### config.mk
export PLATFORM = sky130hd
export DESIGN_NAME = control_sequencer
export DESIGN_NICKNAME = d
export VERILOG_FILES = /design/src/rtl/cpu_defs.sv /design/src/rtl/reg_select_decoder.sv /design/src/rtl/control_sequencer.sv
export SDC_FILE = /design/constraint.sdc
export NUM_CORES = 1
export LEC_CHECK = 0
export CAP_MARGIN = 20
export CORE_ASPECT_RATIO = 1.2
export CORE_MARGIN = 5
export CORE_UTILIZATION = 27
export CTS_CLUSTER_DIAMETER = 200
export DETAILED_ROUTE_END_ITERATION = 10
export HOLD_SLACK_MARGIN = 0.06
export PLACE_DENSITY_LB_ADDON = 0.12
export SLEW_MARGIN = 20
export SYNTH_ARGS = -nofsm -noshare
export SYNTH_HDL_FRONTEND = slang
export SYNTH_SLANG_ARGS = --single-unit
### constraint.sdc
create_clock -name Clock -period 4.43 [get_ports Clock]
set_clock_uncertainty 0.2 [all_clocks]
set_input_delay 1.1075 -clock Clock [delete_from_list [all_inputs] [get_ports Clock]]
set_output_delay 1.1075 -clock Clock [all_outputs]
set_load 0.1 [all_outputs]
### src/rtl/cpu_defs.sv
// Shared definitions for the hardwired control unit: instruction fields,
// opcodes, FSM state encoding and instruction-class decode.
package cpu_defs;

  localparam int OP_HI = 31;
  localparam int OP_LO = 27;
  localparam int RA_HI = 26;
  localparam int RA_LO = 23;
  localparam int RB_HI = 22;
  localparam int RB_LO = 19;
  localparam int RC_HI = 18;
  localparam int RC_LO = 15;
  localparam int SEL_W = 4;

  localparam logic [4:0] OP_ADD  = 5'b00011;
  localparam logic [4:0] OP_SUB  = 5'b00100;
  localparam logic [4:0] OP_SHR  = 5'b00101;
  localparam logic [4:0] OP_SHL  = 5'b00110;
  localparam logic [4:0] OP_ROR  = 5'b00111;
  localparam logic [4:0] OP_ROL  = 5'b01000;
  localparam logic [4:0] OP_AND  = 5'b01001;
  localparam logic [4:0] OP_OR   = 5'b01010;
  localparam logic [4:0] OP_MUL  = 5'b01110;
  localparam logic [4:0] OP_DIV  = 5'b01111;
  localparam logic [4:0] OP_NEG  = 5'b10000;
  localparam logic [4:0] OP_NOT  = 5'b10001;
  localparam logic [4:0] OP_NOP  = 5'b11000;
  localparam logic [4:0] OP_HALT = 5'b11001;

  localparam logic [3:0] S_IDLE = 4'd0;
  localparam logic [3:0] S_T0   = 4'd1;
  localparam logic [3:0] S_T1   = 4'd2;
  localparam logic [3:0] S_T2   = 4'd3;
  localparam logic [3:0] S_T3   = 4'd4;
  localparam logic [3:0] S_T4   = 4'd5;
  localparam logic [3:0] S_T5   = 4'd6;
  localparam logic [3:0] S_T6   = 4'd7;
  localparam logic [3:0] S_HALT = 4'd8;

  typedef enum logic [2:0] {
    CLS_NOP,
    CLS_ALU3,
    CLS_MULDIV,
    CLS_NEGNOT,
    CLS_HALT
  } instr_cls_e;

  // Unrecognised opcodes fall into CLS_NOP so they retire after fetch.
  function automatic instr_cls_e op_class(input logic [4:0] op);
    case (op)
      OP_ADD, OP_SUB, OP_SHR, OP_SHL,
      OP_ROR, OP_ROL, OP_AND, OP_OR: return CLS_ALU3;
      OP_MUL, OP_DIV:                return CLS_MULDIV;
      OP_NEG, OP_NOT:                return CLS_NEGNOT;
      OP_HALT:                       return CLS_HALT;
      default:                       return CLS_NOP;
    endcase
  endfunction

endpackage

### src/rtl/reg_select_decoder.sv
// Register-field to one-hot select; all zeros when disabled.
module reg_select_decoder
  import cpu_defs::*;
#(
  parameter int REGISTERS = 16
) (
  input  logic [SEL_W-1:0]     i_sel,
  input  logic                 i_en,
  output logic [REGISTERS-1:0] o_onehot
);

  for (genvar g = 0; g < REGISTERS; g++) begin : g_sel
    assign o_onehot[g] = i_en && (i_sel == SEL_W'(g));
  end

endmodule

### src/rtl/control_sequencer.sv
// Moore control unit: fetch (T0-T2) plus execute (T3-T6) for the register
// ALU, mul/div, neg/not, nop and halt instructions, one step per clock.
module control_sequencer
  import cpu_defs::*;
#(
  parameter int BITS      = 32,
  parameter int REGISTERS = 16
) (
  input  logic                 Clock,
  input  logic                 reset,
  input  logic [BITS-1:0]      IR,
  input  logic                 Stop,
  output logic                 Run,
  output logic [REGISTERS-1:0] GPRin,
  output logic [REGISTERS-1:0] GPRout,
  output logic                 PCin,
  output logic                 IRin,
  output logic                 RYin,
  output logic                 RZin,
  output logic                 MARin,
  output logic                 HIin,
  output logic                 LOin,
  output logic                 MDRin,
  output logic                 PCout,
  output logic                 MDRout,
  output logic                 LOout,
  output logic                 HIout,
  output logic                 Zhighout,
  output logic                 Zlowout,
  output logic                 Read,
  output logic                 IncPC,
  output logic                 ADD,
  output logic                 SUB,
  output logic                 MUL,
  output logic                 DIV,
  output logic                 SHR,
  output logic                 SHL,
  output logic                 ROR,
  output logic                 ROL,
  output logic                 AND,
  output logic                 OR,
  output logic                 NEGATE,
  output logic                 NOT
);

  logic [3:0]       r_state;
  logic [3:0]       w_next;
  logic             w_last;
  logic [4:0]       w_op;
  logic [SEL_W-1:0] w_ra, w_rb, w_rc;
  instr_cls_e       w_cls;
  logic             w_alu3, w_muldiv, w_negnot;
  logic [SEL_W-1:0] w_in_sel, w_out_sel;
  logic             w_in_en, w_out_en, w_strobe;
  logic             w_unused_ir;

  assign w_op        = IR[OP_HI:OP_LO];
  assign w_ra        = IR[RA_HI:RA_LO];
  assign w_rb        = IR[RB_HI:RB_LO];
  assign w_rc        = IR[RC_HI:RC_LO];
  assign w_unused_ir = ^IR[RC_LO-1:0];
  assign w_cls       = op_class(w_op);
  assign w_alu3      = (w_cls == CLS_ALU3);
  assign w_muldiv    = (w_cls == CLS_MULDIV);
  assign w_negnot    = (w_cls == CLS_NEGNOT);

  // IR is consulted in T2 only to pick the branch out of fetch; the fetch
  // outputs themselves never depend on it.
  always_comb begin
    w_next = r_state;
    w_last = 1'b0;
    case (r_state)
      S_IDLE: w_next = S_T0;
      S_T0:   w_next = S_T1;
      S_T1:   w_next = S_T2;
      S_T2: begin
        if (w_cls == CLS_HALT)     w_next = S_HALT;
        else if (w_cls == CLS_NOP) w_last = 1'b1;
        else                       w_next = S_T3;
      end
      S_T3: begin
        if (w_alu3 || w_muldiv || w_negnot) w_next = S_T4;
        else                                w_last = 1'b1;
      end
      S_T4: begin
        if (w_alu3 || w_muldiv) w_next = S_T5;
        else                    w_last = 1'b1;
      end
      S_T5: begin
        if (w_muldiv) w_next = S_T6;
        else          w_last = 1'b1;
      end
      S_T6:   w_last = 1'b1;
      S_HALT: w_next = S_HALT;
      default: w_next = S_IDLE;
    endcase
    if (w_last) w_next = Stop ? S_HALT : S_T0;
  end

  always_ff @(posedge Clock or negedge reset) begin
    if (!reset) r_state <= S_IDLE;
    else        r_state <= w_next;
  end

  always_comb begin
    PCin      = 1'b0;
    IRin      = 1'b0;
    RYin      = 1'b0;
    RZin      = 1'b0;
    MARin     = 1'b0;
    HIin      = 1'b0;
    LOin      = 1'b0;
    MDRin     = 1'b0;
    PCout     = 1'b0;
    MDRout    = 1'b0;
    Zhighout  = 1'b0;
    Zlowout   = 1'b0;
    Read      = 1'b0;
    IncPC     = 1'b0;
    w_in_sel  = w_ra;
    w_in_en   = 1'b0;
    w_out_sel = w_rb;
    w_out_en  = 1'b0;
    w_strobe  = 1'b0;
    case (r_state)
      S_T0: begin
        PCout = 1'b1; MARin = 1'b1; IncPC = 1'b1; RZin = 1'b1;
      end
      S_T1: begin
        Zlowout = 1'b1; PCin = 1'b1; Read = 1'b1; MDRin = 1'b1;
      end
      S_T2: begin
        MDRout = 1'b1; IRin = 1'b1;
      end
      S_T3: begin
        w_out_en  = w_alu3 || w_muldiv || w_negnot;
        w_out_sel = w_muldiv ? w_ra : w_rb;
        RYin      = w_alu3 || w_muldiv;
        RZin      = w_negnot;
        w_strobe  = w_negnot;
      end
      S_T4: begin
        w_out_en  = w_alu3 || w_muldiv;
        w_out_sel = w_alu3 ? w_rc : w_rb;
        RZin      = w_alu3 || w_muldiv;
        w_strobe  = w_alu3 || w_muldiv;
        Zlowout   = w_negnot;
        w_in_en   = w_negnot;
      end
      S_T5: begin
        Zlowout = w_alu3 || w_muldiv;
        w_in_en = w_alu3;
        LOin    = w_muldiv;
      end
      S_T6: begin
        Zhighout = w_muldiv;
        HIin     = w_muldiv;
      end
      default: ;
    endcase
  end

  assign Run    = (r_state != S_IDLE) && (r_state != S_HALT);
  assign LOout  = 1'b0;
  assign HIout  = 1'b0;

  // w_strobe already qualifies the step, so at most one strobe is high.
  assign ADD    = w_strobe && (w_op == OP_ADD);
  assign SUB    = w_strobe && (w_op == OP_SUB);
  assign MUL    = w_strobe && (w_op == OP_MUL);
  assign DIV    = w_strobe && (w_op == OP_DIV);
  assign SHR    = w_strobe && (w_op == OP_SHR);
  assign SHL    = w_strobe && (w_op == OP_SHL);
  assign ROR    = w_strobe && (w_op == OP_ROR);
  assign ROL    = w_strobe && (w_op == OP_ROL);
  assign AND    = w_strobe && (w_op == OP_AND);
  assign OR     = w_strobe && (w_op == OP_OR);
  assign NEGATE = w_strobe && (w_op == OP_NEG);
  assign NOT    = w_strobe && (w_op == OP_NOT);

  reg_select_decoder #(.REGISTERS(REGISTERS)) u_gpr_in (
    .i_sel    (w_in_sel),
    .i_en     (w_in_en),
    .o_onehot (GPRin)
  );

  reg_select_decoder #(.REGISTERS(REGISTERS)) u_gpr_out (
    .i_sel    (w_out_sel),
    .i_en     (w_out_en),
    .o_onehot (GPRout)
  );

endmodule

Word-level counts from Yosys, hierarchy flattened
Memories as Yosys holds them, arrays and structs flattened.
Index checks and enable logic that the tools add are counted.
{"block": "classes", "n_eq_ne": 60, "n_mux": 28, "n_reduce_logical": 53}
{"operator": "$eq A4 B4 Y1 const B", "count": 17}
{"operator": "$eq A4 B3 Y1 const B", "count": 12}
{"operator": "$logic_and A1 B1 Y1", "count": 45}
{"operator": "$mux W4", "count": 9}
{"operator": "$pmux W4 S9", "count": 1}
{"operator": "$eq A5 B4 Y1 const B", "count": 5}
{"operator": "$eq A4 B2 Y1 const B", "count": 6}
{"operator": "$eq A5 B3 Y1 const B", "count": 4}
{"operator": "$eq A4 B1 Y1 const B", "count": 3}
{"operator": "$logic_not A4 Y1", "count": 3}
{"operator": "$mux W1", "count": 11}
{"operator": "$eq A5 B5 Y1 const B", "count": 2}
{"operator": "$ne A3 B3 Y1 const B", "count": 3}
{"operator": "$ne A4 B4 Y1 const B", "count": 2}
{"operator": "$pmux W4 S2", "count": 1}
{"operator": "$eq A3 B2 Y1 const B", "count": 2}
{"operator": "$pmux W1 S2", "count": 3}
{"operator": "$pmux W1 S3", "count": 2}
{"operator": "$eq A5 B2 Y1 const B", "count": 1}
{"operator": "$pmux W1 S5", "count": 1}
{"operator": "$reduce_and A5 Y1", "count": 1}
{"operator": "$reduce_bool A4 Y1", "count": 1}
{"operator": "$eq A3 B1 Y1 const B", "count": 1}
{"operator": "$eq A3 B3 Y1 const B", "count": 1}
{"operator": "3 further kinds", "count": 4}
{"block": "word_totals", "ff_bits": 4, "rom_bits": 96, "input_bits": 35, "output_inout_bits": 61, "elab_cells": 143, "n_memories": 1}
{"memory": "(no name shown)", "words": 32, "width": 3, "rd": 1, "rd_ports_with_merged_regs": 0, "wr": 0, "line_no": "cpu_defs.sv:50", "source": "case (op)"}

Depth between registers and ports, before layout
Gate-level depths: netlist of run 1.
An unclocked memory read counts as a cell.
{"block": "logic_depth", "depth_word": 8, "ltp_mapped": 7, "depth_no_buf": 6}

Cells and area by module
Synthesis of run 1 repeated with hierarchy kept, for this count alone.
{"block": "hier_totals", "hier_cells": 159, "hier_area_um2": 1036.0}
{"module": "control_sequencer", "n_inst": 1, "cells_per_inst": 113, "area_per_inst_um2": 800.8, "seq_area_each_um2": 100.1}
{"module": "reg_select_decoder", "n_inst": 2, "cells_per_inst": 23, "area_per_inst_um2": 117.6, "seq_area_each_um2": 0.0}

Worst setup path before layout of run 1
No wires, ideal clock.
{"block": "synth_path", "path_type": "input to output", "startpoint": "in IR[28]", "endpoint": "out GPRin[0]", "arrival_time_ns": 4.849, "t_required_ns": 3.123, "setup_slack_ns": -1.727, "stages": 6, "path_buffers": 1, "path_cell_list": "buf_2 -> a21oi_2 -> xor2_1 -> nor3_1 -> o21ai_1 -> nor4_1"}
{"block": "synth_via", "elab_chain_len": 4, "word_cells_on_any_way": 5, "cone_classes": "2 x eq/ne; 1 x mux; 1 x reduce/logical; 1 x memory"}
{"element": "from (decl)", "line_no": "control_sequencer.sv:11", "source": "input logic [BITS-1:0] IR,"}
{"element": "$mem_v2 Z32 W3 *"}
{"element": "$eq A3 B1 Y1 / $eq A3 B2 Y1 (equally long branches)", "line_no": "control_sequencer.sv:63, control_sequencer.sv:65"}
{"element": "$pmux W1 S2 *", "line_no": "control_sequencer.sv:125", "source": "case (r_state)"}
{"element": "$logic_and A1 B1 Y1 *", "line_no": "reg_select_decoder.sv:13", "source": "assign o_onehot[g] = i_en && (i_sel == SEL_W'(g));"}
{"element": "to (decl)", "line_no": "control_sequencer.sv:14", "source": "output logic [REGISTERS-1:0] GPRin,"}
Every way passes the cells marked *; elsewhere a longest branch is shown, timed or not.

Final worst setup path of run 1
{"block": "layout_path", "startpoint": "in IR[30]", "endpoint": "out GPRout[14]"}
{"block": "layout_via", "elab_chain_len": 6, "word_cells_on_any_way": 12, "cone_classes": "4 x eq/ne; 4 x mux; 3 x reduce/logical; 1 x memory"}
{"element": "$mem_v2 Z32 W3 *"}
{"element": "$eq A3 B1 Y1 / $eq A3 B2 Y1 (equally long branches)", "line_no": "control_sequencer.sv:63, control_sequencer.sv:64"}
{"element": "$mux W4, or another cell as far along", "line_no": "control_sequencer.sv:144", "source": "w_out_sel = w_alu3 ? w_rc : w_rb;"}
{"element": "$pmux W4 S2 / $logic_or A1 B1 Y1 (equally long branches)", "line_no": "control_sequencer.sv:125, control_sequencer.sv:136"}
{"element": "$eq A4 B4 Y1 / $pmux W1 S2 (equally long branches)", "line_no": "reg_select_decoder.sv:13, control_sequencer.sv:125"}
{"element": "$logic_and A1 B1 Y1 *", "line_no": "reg_select_decoder.sv:13"}
{"element": "to (decl)", "line_no": "control_sequencer.sv:15", "source": "output logic [REGISTERS-1:0] GPRout,"}
Marks and branches as above.

==> reports/results.txt, run 1 <==
Clock network fraction of design power: 7.2%
F_max: 227 MHz
Vias in the first global route: 1812
Sequential area share after synthesis: 8.82%
Asr flop ratio synth: 100%
Worst Path Max Fanout: 7
Critical Path Sink: GPRout[14]
Internal: 0.000366 W
Crit end category: primary output
RR Startpoint: r_state[0]$_DFFE_PN0P_
Post-Syn Instances: 173
Synth Warn #: 0
Part of the power in combinational logic: 82.4%
Synth Flop Type: dfrtp_1
Clock Latency Late Sink: 210 ps
DP Wirelength: 4.28 mm
Syn-to-layout area delta: 170%
Syn Area/Cell: 6.56 um2
Worst-margin pin slew: 642 ps
WP buf/inv: 3
Sw frac: 65.0%
Largest registers: r_state: 4 flops
Max-slew violations: 0
Minimum clock period: 4410 ps
Worst reg2reg path depth: 5
Routed Antenna Nets: 0
Static Leak: 1.16 nW
N_diodes: 0
Power Dens Cells: 342 nW/um2
Sequential power share: 10.4%
Clock slew at reported path FFs: 30 ps
Clock sink total: 4
Top delay family on crit path: simple AND/OR/NAND/NOR gates
Hold-fix buffers, CTS: 0
FF+latch count, synth: 4
WP data required: 3120 ps
Reg2reg setup slack: 2210 ps
Die span in x: 69.2 um
CTS tree: yes
Clock Tree Root: clkbuf_8
Worst path max stage delay: 460 ps
Period utilization: 99.5%
Fraction of layout instances using a drive strength above 1: 64.4%
DR DRC count: 0
Pre-CTS WS: -428 ps
Mapped Area: 1130 um2
Io pins: 96
Unrepaired setup endpoints after global routing: yes
Initial Utilization: 28.3%
Status: complete, no violations
WP data arrival: 3100 ps
Largest net degree at the start of global routing: 17
Max_cap viols: 0
Die area: 5600 um2
First-iteration detailed-routing DRC count: 57
Number of detailed-route iterations in the first pass: 4
Max clock buf depth: 2
Max reg flops: 4
Core area: 4000 um2
Critical path, cell by cell: clkdlybuf4s15_2, buf_6, mux2_1, o22a_4, a22o_1, or3b_4, nor2_4, buf_12
Fin cells: 338
H-tree levels: 1
Count of cell types in the netlist: 51
Routed vias/inst: 5.10
Routed WL: 5.11 mm
VDD IR-drop max: 660 uV
Cell row count: 25
Initial antenna violation count: 0
GP Congestion: 0.837
Biggest register: r_state
Num CTS Buffers: 3
Crit path launch: IR[30]
First-pass GRT wire length: 8.63 mm
Crit path max-delay cell type: or3b_4
Number of synthesized flops with an enable pin: 0
Via count: 1725
Placed insts: 330
Critical path class: in -> out
Total power: 0.00105 W
GRT Overall Usage: 18.4%
Die height: 81.0 um
Global route total overflow: 0
Endpoints failing setup: 0
Setup crit start kind: input pin
RR Endpoint: r_state[0]$_DFFE_PN0P_
Final worst slack: 22.3 ps
WL/cell: 15.1 um
WP depth: 8
Nets: 321
NetSw: 0.000679 W
Slew Limit Headroom: 57.0%
Final Hold Fails: 0
Port bufs: 78
Hold Path Class: reg -> reg
## cells by family (layout without fill, tap and decap cells)
family,Yosys count,count (layout),share of synthesized area (%)
AOI/OAI and AO/OA,34,34,21.4
xor gates and xnor gates,2,2,1.54
buffers and inverters,21,131,11.1
DFF,4,4,8.82
muxes,6,6,5.62
other,1,2,0.330
and+or+nand+nor,105,105,51.2
## layer usage
layer  part of all wire (%)  GRT usage, %  vias to the layer above
met5                      0             0                        -
met2                     56          36.1                       57
met1                     39          20.4                      817
met3                    5.1          3.22                        2
li1                       -             -                      849
met4                   0.41          4.69                        0
## worst min path at each step
stage / end / depth (start not counted) / from
floorplan: r_state[1]$_DFFE_PN0P_ / 2 / r_state[3]$_DFFE_PN0P_
global placement: r_state[1]$_DFFE_PN0P_ / 1 / r_state[3]$_DFFE_PN0P_
detailed placement: r_state[1]$_DFFE_PN0P_ / 1 / r_state[3]$_DFFE_PN0P_
CTS: r_state[1]$_DFFE_PN0P_ / 1 / r_state[3]$_DFFE_PN0P_
global route: r_state[1]$_DFFE_PN0P_ / 1 / r_state[3]$_DFFE_PN0P_
finish: r_state[1]$_DFFE_PN0P_ / 1 / r_state[3]$_DFFE_PN0P_
## power groups by stage
stage	logic [W]	registers [W]	clock network, W
finish	0.000862	0.000109	0.0000751
global route	0.000900	0.000116	0.0000824
CTS	0.000857	0.000108	0.0000776
detailed placement	0.000842	0.000108	0
global placement	0.000837	0.000106	0
floorplan	0.000692	0.0000627	0
## placed cells by master (no fill, tap or decap), types with 3 or more instances in the layout
cell	synthesis	final
nor3_2	0	6
clkdlybuf4s15_2	0	5
buf_4	9	54
or3b_4	1	3
nor2_4	1	11
mux2i_1	3	3
nand2_1	11	11
nand2b_1	10	9
inv_1	3	3
dfrtp_1	4	4
a22o_1	3	3
nor3_4	0	4
nor2_2	0	19
clkdlybuf4s50_1	0	14
buf_12	0	50
o21ai_0	4	4
nor3_1	14	4
nor4_2	0	6
nor2_1	36	7
clkbuf_8	0	3
a21oi_1	5	5
## cell type report
class,instances,area [um2]
timing repair buffer,125,1630
sequential,4,100
fill,303,942
inverter,3,11.3
tap,54,67.6
clock buffer,3,41.3
multi-input combinational,149,1220
## cell usage after synthesis (2+ instances only)
cell type / number / area (um2)
a21oi_1: 5 / 25.0
a22o_1: 3 / 26.3
a22oi_1: 2 / 15.0
a32o_1: 3 / 30.0
a32oi_1: 2 / 17.5
and2_1: 2 / 12.5
buf_2: 5 / 25.0
buf_4: 9 / 67.6
clkbuf_1: 2 / 7.51
dfrtp_1: 4 / 100
inv_1: 3 / 11.3
mux2_2: 2 / 22.5
mux2i_1: 3 / 30.0
nand2_1: 11 / 41.3
nand2_2: 2 / 12.5
nand2b_1: 10 / 62.6
nand3_1: 3 / 15.0
nand3b_1: 2 / 15.0
nand4b_1: 2 / 17.5
nor2_1: 36 / 135
nor2b_1: 2 / 12.5
nor3_1: 14 / 70.1
nor4_1: 7 / 43.8
nor4b_1: 2 / 17.5
o21ai_0: 4 / 20.0
o21ai_1: 3 / 15.0
o22ai_1: 2 / 12.5
o31ai_1: 2 / 15.0
or2_2: 2 / 12.5
or3_1: 2 / 12.5
or3b_1: 2 / 17.5
## metrics by stage
step                setup TNS (ps)  utilization [%]  hold WS (ps)  instance area (um2)
CTS                              0             75.5           570                 3020
detailed placement           -8830             72.4           558                 2900
global placement             -8750             72.4           549                 2900
global route                  -652             76.5           639                 3060
finish                           0             76.5           569                 3060
floorplan                    -9410                -           450                 1370
## worst reg2reg max path: stages (launching register included)
cell and delay (ps):
dfrtp_1 630, nand2_1 230, nor3_2 300, o31ai_1 150, o22ai_1 390, mux2i_1 230
## repair_timing
action / in CTS / in global routing
gates resized for setup: 26 / 7
hold endpoints to repair: 0 / 0
buffers inserted: 4 / 1
setup endpoints to repair: 39 / 22
pin swaps: 5 / 3
Note: power is estimated with default switching activity, not from simulation.
==> run 2, diff against run 1 <==
--- a/config.mk
+++ b/config.mk
@@ -6,13 +6,15 @@
 export NUM_CORES = 1
 export LEC_CHECK = 0
 export CAP_MARGIN = 20
+export CELL_PAD_IN_SITES_DETAIL_PLACEMENT = 1
+export CELL_PAD_IN_SITES_GLOBAL_PLACEMENT = 1
 export CORE_ASPECT_RATIO = 1.2
 export CORE_MARGIN = 5
-export CORE_UTILIZATION = 27
+export CORE_UTILIZATION = 20
 export CTS_CLUSTER_DIAMETER = 200
 export DETAILED_ROUTE_END_ITERATION = 10
 export HOLD_SLACK_MARGIN = 0.06
-export PLACE_DENSITY_LB_ADDON = 0.12
+export PLACE_DENSITY_LB_ADDON = 0.1
 export SLEW_MARGIN = 20
 export SYNTH_ARGS = -nofsm -noshare
 export SYNTH_HDL_FRONTEND = slang
==> run 2 against run 1 <==
Compared with the run above:
- via count is 4.1% lower
- final cell count grew 2.4%
- final area shrank 1.0%
- largest cell class unchanged
- largest power group unchanged
==> reports/results.txt, run 2 (synthesized netlist as in run 1, its figures left out) <==
Die span in x: 78.8 um (+14%)
Critical path class: in -> out
Global route total overflow: 0 (unchanged)
Syn-to-layout area delta: 167%
Final Hold Fails: 0 (unchanged)
Port bufs: 78 (unchanged)
Routed vias/inst: 4.78 (-6.3%)
DR DRC count: 0 (unchanged)
Clock Tree Root: clkbuf_8
Crit end category: primary output
Commonest non-fill, non-tap cell in the layout: buf_4
Max_cap viols: 0 (unchanged)
Max reg flops: 4 (unchanged)
Io pins: 96 (unchanged)
Final Util: 54.2% (-22 points)
DP Wirelength: 4.46 mm (+4.1%)
F_max: 231 MHz (+1.7%)
N_diodes: 0 (unchanged)
Seq. cell area: 100 um2 (unchanged)
Endpoints failing setup: 0 (unchanged)
Clock Latency Late Sink: 220 ps (about the same)
TNS Setup: 0 ps (unchanged)
First-pass GRT wire length: 8.42 mm (-2.3%)
Setup crit start kind: input pin
Max clock buf depth: 2 (unchanged)
Critical path, cell by cell: clkdlybuf4s15_2, nand2b_4, mux2_1, o22a_1, a22o_1, or3b_4, nor2_4, buf_12
Worst path max stage delay: 450 ps (about the same)
VDD IR-drop max: 535 uV (-19%)
Total power: 0.00106 W (+0.94%)
Largest net degree at the start of global routing: 12 (-5)
Multi-input logic area: 1210 um2 (-0.72%)
WL/cell: 14.9 um (-1.4%)
Placed cell area: 2910 um2 (+0.43%)
Biggest register: r_state
CTS tree: yes
Hold Path Class: reg -> reg
Worst-margin pin slew: 700 ps (+57.9 ps)
Fillers: 621 (+100%)
Worst Path Max Fanout: 5 (-2)
Initial Utilization: 20.3% (-8.1 points)
Nets: 319 (-0.62%)
GRT Overall Usage: 13.8% (-4.6 points)
Power Dens Cells: 348 nW/um2 (+2.0%)
Number of detailed-route iterations in the first pass: 4 (unchanged)
Post-route cell area: 3030 um2 (-1.0%)
Minimum clock period: 4330 ps (-75.4 ps)
WHS: 566 ps (-3.00 ps)
Slew Limit Headroom: 53.1% (-3.9 points)
GP Congestion: 0.773 (-7.7%)
Most frequent cells in the layout: buf_4, buf_12, nor2_2
H-tree levels: 1 (unchanged)
Via count: 1655 (-4.1%)
Routed WL: 5.16 mm (+0.98%)
Unrepaired setup endpoints after global routing: no
Clock sink total: 4 (unchanged)
Status: complete, no violations
Vias in the first global route: 1739 (-4.0%)
Routed Antenna Nets: 0 (unchanged)
Max-slew violations: 0 (unchanged)
Clock slew at reported path FFs: 30 ps (about the same)
WP data required: 3120 ps (about the same)
Fraction of layout instances using a drive strength above 1: 64.2% (-0.25 points)
Hold-fix buffers, CTS: 0 (unchanged)
Largest registers: r_state: 4 flops
Static Leak: 1.14 nW (-2.1%)
Core area: 5590 um2 (+40%)
Crit path max-delay cell type: or3b_4
First-iteration detailed-routing DRC count: 16 (-72%)
Die area: 7290 um2 (+30%)
Die height: 92.5 um (+14%)
Period utilization: 97.8% (-1.7 points)
WP data arrival: 3020 ps (-80 ps)
Num CTS Buffers: 3 (unchanged)
Initial antenna violation count: 0 (unchanged)
Cell row count: 30 (+20%)
==> run 2: cell types whose count changed in the layout (fill, tap and decap cells not counted), sizes merged <==
| cell | before | now |
|---|---|---|
| clkbuf | 3 | 5 |
| clkdlybuf4s15 | 5 | 3 |
| buf | 106 | 104 |
==> run 2: routing by layer <==
layer | global-route usage (%) | vias up | part of all wire (%)
met2 | 25.8 | 54 | 52
met3 | 0.875 | 0 | 3.1
li1 | - | 838 | -
met1 | 17.3 | 763 | 45
met5 | 0 | - | 0
met4 | 2.19 | 0 | 0
==> run 2: path summary, 6_finish.rpt <==
kind	end	slack [ps]	cells after the start	from
setup / recovery	GPRout[6]	100	8	IR[29]
hold / removal	r_state[1]$_DFFE_PN0P_	570	1	r_state[3]$_DFFE_PN0P_
setup reg to reg	r_state[0]$_DFFE_PN0P_	2350	5	r_state[1]$_DFFE_PN0P_
hold reg to reg	r_state[1]$_DFFE_PN0P_	570	1	r_state[3]$_DFFE_PN0P_
max in group asynchronous	r_state[0]$_DFFE_PN0P_	2960	1	reset
min in group asynchronous	r_state[2]$_DFFE_PN0P_	900	1	reset
==> run 2: repair_timing <==
item,4_1_cts,5_1_grt
resized for setup,20,10
hold endpoints to repair,0,0
setup endpoints to repair,35,23
buffers inserted,2,1
pin swaps,7,6
==> run 2: layout make-up <==
type	instances	share of cell area (%)
Clock buffer	3	1.36
Inverter	3	0.372
Multi-Input combinational cell	149	39.8
Sequential cell	4	3.30
Tap cell	64	2.64
Timing Repair Buffer	123	52.5
==> run 2: critical path: cells and delay by family <==
kind,cells,cell delay (ps)
multiplexers,1,300
buffers and inverters,2,410
AND/OR/NAND/NOR,3,730
AO/OA/AOI/OAI,2,480
==> run 2: where the power goes <==
group          internal (W)  switching (W)
sequential        0.0000531      0.0000437
combinational      0.000258       0.000625
clock             0.0000579      0.0000183
==> run 2: per-stage QoR <==
stage | worst slack [ps] | std cells
after global routing | 2.83 | 346
after global placement | -332 | 340
after detailed placement | -348 | 340
after CTS | 4.64 | 345
final | 97.8 | 346
after floorplan | -632 | 174
==> run 3, diff against run 2 <==
--- a/config.mk
+++ b/config.mk
@@ -13,7 +13,6 @@
 export CORE_UTILIZATION = 20
 export CTS_CLUSTER_DIAMETER = 200
 export DETAILED_ROUTE_END_ITERATION = 10
-export HOLD_SLACK_MARGIN = 0.06
 export PLACE_DENSITY_LB_ADDON = 0.1
 export SLEW_MARGIN = 20
 export SYNTH_ARGS = -nofsm -noshare
==> results of run 3 <==
No change in the layout: final DEF, timing and power equal those of run 2.
